File: config.mk
export PLATFORM = sky130hd
export DESIGN_NAME = lsu
export DESIGN_NICKNAME = d
export VERILOG_FILES = /design/src/rtl/lsu.sv
export SDC_FILE = /design/constraint.sdc
export NUM_CORES = 1
export LEC_CHECK = 0
export ABC_AREA = 1
export BUFFER_PORTS_ARGS = -buffer_cell sky130_fd_sc_hd__buf_2
export CORE_UTILIZATION = 44
export CTS_CLUSTER_SIZE = 25
export DETAILED_ROUTE_END_ITERATION = 12
export PLACE_DENSITY = 0.84
export REMOVE_ABC_BUFFERS = 1
export SLEW_MARGIN = 15
export SYNTH_ARGS = -nofsm -noshare
export SYNTH_HDL_FRONTEND = slang
export SYNTH_SLANG_ARGS = --single-unit
File: constraint.sdc
create_clock -name clk -period 1.5 [get_ports clk]
set_clock_uncertainty 0.15 [all_clocks]
set_input_delay 0.3 -clock clk [delete_from_list [all_inputs] [get_ports clk]]
set_output_delay 0.3 -clock clk [all_outputs]
set_load 0.02 [all_outputs]
File: src/rtl/lsu.sv
// Load/store unit: accepts one CPU memory request at a time, issues a one-cycle strobe
// and returns a response. Define LSU_MISALIGN_TRAP_EN to fault misaligned half/word accesses.
module lsu #(
  parameter int unsigned MEM_LATENCY = 1
) (
  input  logic        clk,
  input  logic        rst,
  input  logic        req_valid,
  output logic        req_ready,
  input  logic        req_store,
  input  logic [2:0]  req_access,
  input  logic [31:0] req_addr,
  input  logic [31:0] req_wdata,
  output logic        resp_valid,
  input  logic        resp_ready,
  output logic [31:0] resp_data,
  output logic        resp_fault,
  output logic        mem_load,
  output logic        mem_store,
  output logic [2:0]  mem_access,
  output logic [31:0] mem_addr,
  output logic [31:0] mem_wdata,
  input  logic [31:0] mem_rdata
);

  typedef enum logic [1:0] {StIdle, StIssue, StWait, StResp} state_e;

  state_e      state_q, state_d;
  logic        store_q, store_d;
  logic [2:0]  access_q, access_d;
  logic [31:0] addr_q, addr_d;
  logic [31:0] wdata_q, wdata_d;
  logic [31:0] data_q, data_d;
  logic        fault_q, fault_d;
  logic [2:0]  cnt_q, cnt_d;

  logic misal_half, misal_word, req_fault;

`ifdef LSU_MISALIGN_TRAP_EN
  assign misal_half = req_addr[0];
  assign misal_word = |req_addr[1:0];
`else
  assign misal_half = 1'b0;
  assign misal_word = 1'b0;
`endif

  // Unsigned codes are load-only; every unlisted code is illegal.
  always_comb begin
    req_fault = 1'b1;
    case (req_access)
      3'b000:  req_fault = 1'b0;
      3'b001:  req_fault = misal_half;
      3'b010:  req_fault = misal_word;
      3'b100:  req_fault = req_store;
      3'b101:  req_fault = req_store | misal_half;
      default: req_fault = 1'b1;
    endcase
  end

  always_comb begin
    state_d  = state_q;
    store_d  = store_q;
    access_d = access_q;
    addr_d   = addr_q;
    wdata_d  = wdata_q;
    data_d   = data_q;
    fault_d  = fault_q;
    cnt_d    = cnt_q;
    case (state_q)
      StIdle: begin
        if (req_valid) begin
          store_d  = req_store;
          access_d = req_access;
          addr_d   = req_addr;
          wdata_d  = req_wdata;
          data_d   = 32'h0;
          fault_d  = req_fault;
          state_d  = req_fault ? StResp : StIssue;
        end
      end
      StIssue: begin
        if (store_q) begin
          state_d = StResp;
        end else begin
          state_d = StWait;
          cnt_d   = 3'(MEM_LATENCY - 1);
        end
      end
      StWait: begin
        if (cnt_q == 3'd0) begin
          data_d  = mem_rdata;
          state_d = StResp;
        end else begin
          cnt_d = cnt_q - 3'd1;
        end
      end
      StResp: begin
        if (resp_ready) begin
          state_d = StIdle;
        end
      end
      default: state_d = StIdle;
    endcase
  end

  always_ff @(posedge clk or negedge rst) begin
    if (!rst) begin
      state_q  <= StIdle;
      store_q  <= 1'b0;
      access_q <= 3'b0;
      addr_q   <= 32'h0;
      wdata_q  <= 32'h0;
      data_q   <= 32'h0;
      fault_q  <= 1'b0;
      cnt_q    <= 3'd0;
    end else begin
      state_q  <= state_d;
      store_q  <= store_d;
      access_q <= access_d;
      addr_q   <= addr_d;
      wdata_q  <= wdata_d;
      data_q   <= data_d;
      fault_q  <= fault_d;
      cnt_q    <= cnt_d;
    end
  end

  // Reset forces the state to idle, so ready is also gated by the reset level itself.
  logic busy;
  always_comb begin
    busy       = (state_q != StIdle);
    req_ready  = (state_q == StIdle) & rst;
    resp_valid = (state_q == StResp);
    resp_data  = resp_valid ? data_q : 32'h0;
    resp_fault = resp_valid & fault_q;
    mem_load   = (state_q == StIssue) & ~store_q;
    mem_store  = (state_q == StIssue) & store_q;
    mem_access = busy ? access_q : 3'b0;
    mem_addr   = busy ? addr_q : 32'h0;
    mem_wdata  = busy ? wdata_q : 32'h0;
  end

endmodule
==> results_dict.tcl <==
set metrics [dict create \
    hold_slack_ps 38.6 \
    multi_input_area_mm2 0.00229 \
    synth_area_mm2 0.00516 \
    r2r_start "state_q[1]" \
    clockBufferDepth 2 \
    synthFlopType "dfrtp_1" \
    violations "negative setup slack" \
    synth_area_leaders "dfrtp_1, nor2_1, nand2_1, inv_1, a21oi_2" \
    cts_tree "built" \
    rsz0062_at_grt "true" \
    hold_violations 0 \
    coreArea_mm2 0.0114 \
    peakVddDrop_v 0.00172 \
    maxSlewHeadroom_pct 80.3 \
    final_cell_mix "nand2_1, dfrtp_1, buf_2" \
    grt_max_degree 55 \
    yosysSeqAreaShare_pct 51.4 \
    synth_top_area_share_pct 51.4 \
    seq_area_mm2 0.00265 \
    numCtsBuffers 9 \
    grt_usage_pct 20.3 \
    num_io_pins 208 \
    grt_pass1_wl_um 19000 \
    layout-drive-gt1-share_pct 48.6 \
    io_buffers 207 \
    synth_cell_types 20 \
    firstDrtPassIters 5 \
    finalWorstSetupSlack_ps -510 \
    start_util_pct 45.2 \
    vias 5031 \
    highest_layer "met4" \
    period_share_pct 134 \
    p_leak_uw 0.00454 \
    power.density_mw_per_mm2 2510 \
    synth_area_per_cell_um2 8.07 \
    cts-root-buf "clkbuf_16" \
    report.final.slew_viol_count 0 \
    antenna_found_initial 0 \
    die_area_mm2 0.0122 \
    antenna_cells 0 \
    die_x_um 110 \
    ys.warnings.count 0 \
    overflow 0 \
    drt-met1-wl_um 6320 \
    hpwl_um 8680 \
    worst_pin_slew_ps 295 \
    area_delta_synth_final_pct 57.2 \
    cts.sinks 106 \
    path_clk_slew_ps 70 \
    status "finished, violations left" \
    viasPerCell 4.94 \
    period_minus_slack_ps 2010 \
    yosysTopAreaCell "dfrtp_1" \
    synthCells 640 \
    ys_ff_latch 106 \
    path_class "reg2out" \
    wl_per_cell_um 15.5 \
    min_path_type "in2reg" \
    final_common_cell "nand2_1" \
    wl_met2_um 7830 \
    antenna_left 0 \
    wl_met3_um 1360 \
    setup_viol 210 \
    dieHeight_um 110 \
    std_cell_rows 39 \
    placed_cells 980 \
    place.gp.congestion 0.756 \
    cp-start-kind "flip-flop" \
    cp-end-kind "output port" \
    drc_errors 0 \
    grt_pass1_vias 4165 \
    async_flop_share_pct 100 \
    required_ps 1050 \
    critPathArrivalTime_ps 1560 \
    crit_start "state_q[1]" \
    nFillCells 765 \
    dr.first_iter.drc_count 374 \
    routed_wl_um 15800 \
    max_freq_mhz 498 \
    fin_cells 1019 \
    worstSkewPairLatency_ps 330 \
    post-place-ws_ps -227 \
    max_cap_viol_count 0 \
    cp_max_fo 18 \
    fin_nets 981 \
    synth_edf_count 0 \
    cts-htree-levels 3 \
    hold_start "mem_rdata[8]" \
]
power by group:
| group | internal (uW) | total, uW | switching, uW |
|---|---|---|---|
| Clock | 1390 | 2370 | 985 |
| Combinational | 5790 | 13200 | 7360 |
| Sequential | 4230 | 4860 | 628 |
state kept, by name (all words and copies together) (netlist names):
| signal | count |
|---|---|
| addr_q | 32 |
| wdata_q | 32 |
| fault_q | 1 |
| store_q | 1 |
| data_q | 32 |
| cnt_q | 3 |
| access_q | 3 |
| state_q | 2 |
repair_timing:
action                                  CTS  global route
pin swaps                                 4            25
endpoints found under the setup margin  208           210
endpoints found under the hold margin   106             0
buffers inserted                          8             4
resized for setup                        37           307
cloned                                    2             9
hold buffers                              1             0
logic make-up (layout without fill, tap and decap cells):
family          after synthesis  count (layout)  share of synthesized area, %
flops                       106             106                          51.4
compound gates               73              73                          10.4
buf+inv                     152             387                          13.5
fa+ha+maj                     6               6                          1.45
simple gates                302             303                          23.1
xor+xnor                      1               1                         0.170
per-layer routing:
layer	GRT usage, %	up-vias
met5	0	-
met4	6.30	0
met3	6.00	28
met2	34.2	254
met1	25.1	2385
li1	-	2364
synth_stat cells, types with 2 or more instances:
library cell  count
o21ai_0           3
a21oi_1          20
o21ai_1           4
buf_4             2
dfrtp_1         106
clkbuf_1          5
nand2_1         127
ha_1              6
a21oi_2          45
nor2_1          135
buf_6            13
nand3_1          36
inv_1           116
buf_2            16
through the flow:
stage / util, % / power [uW] / setup TNS, ps / cell area [um^2]
2_1_floorplan: - / 10300 / -339470 / 4900
6_report: 71.1 / 20400 / -64120 / 8120
4_1_cts: 61.6 / 16600 / -53640 / 7030
3_3_place_gp: 56.7 / 13300 / -26910 / 6480
5_1_grt: 71.1 / 21600 / -80960 / 8120
3_5_place_dp: 56.7 / 13600 / -29960 / 6480
critical path: stages, from the launching register on:
cell and delay [ps]:
dfrtp_1 380, inv_2 60, ha_4 170, buf_12 140, buf_12 150, nor2_2 160
buf_6 140
worst paths after layout:
path | endpoint | slack (ps) | cells after the start
max in group asynchronous | cnt_q[2] | 400 | 3
worst min register to register | data_q[3] | 320 | 2
worst max register to register | wdata_q[10] | -300 | 8
worst min-delay path | data_q[8] | 40 | 3
worst max-delay path | mem_wdata[26] | -510 | 6
min in group asynchronous | state_q[1] | 550 | 3
cell type report:
cell class / count / share of cell area, %
Clock inverter: 2 / 0.431
Sequential cell: 106 / 32.7
Multi-Input combinational cell: 383 / 28.2
Clock buffer: 14 / 3.25
Timing Repair Buffer: 255 / 27.9
Tap cell: 143 / 2.20
Inverter: 116 / 5.39
No activity file was read; power rests on OpenSTA's default activity.
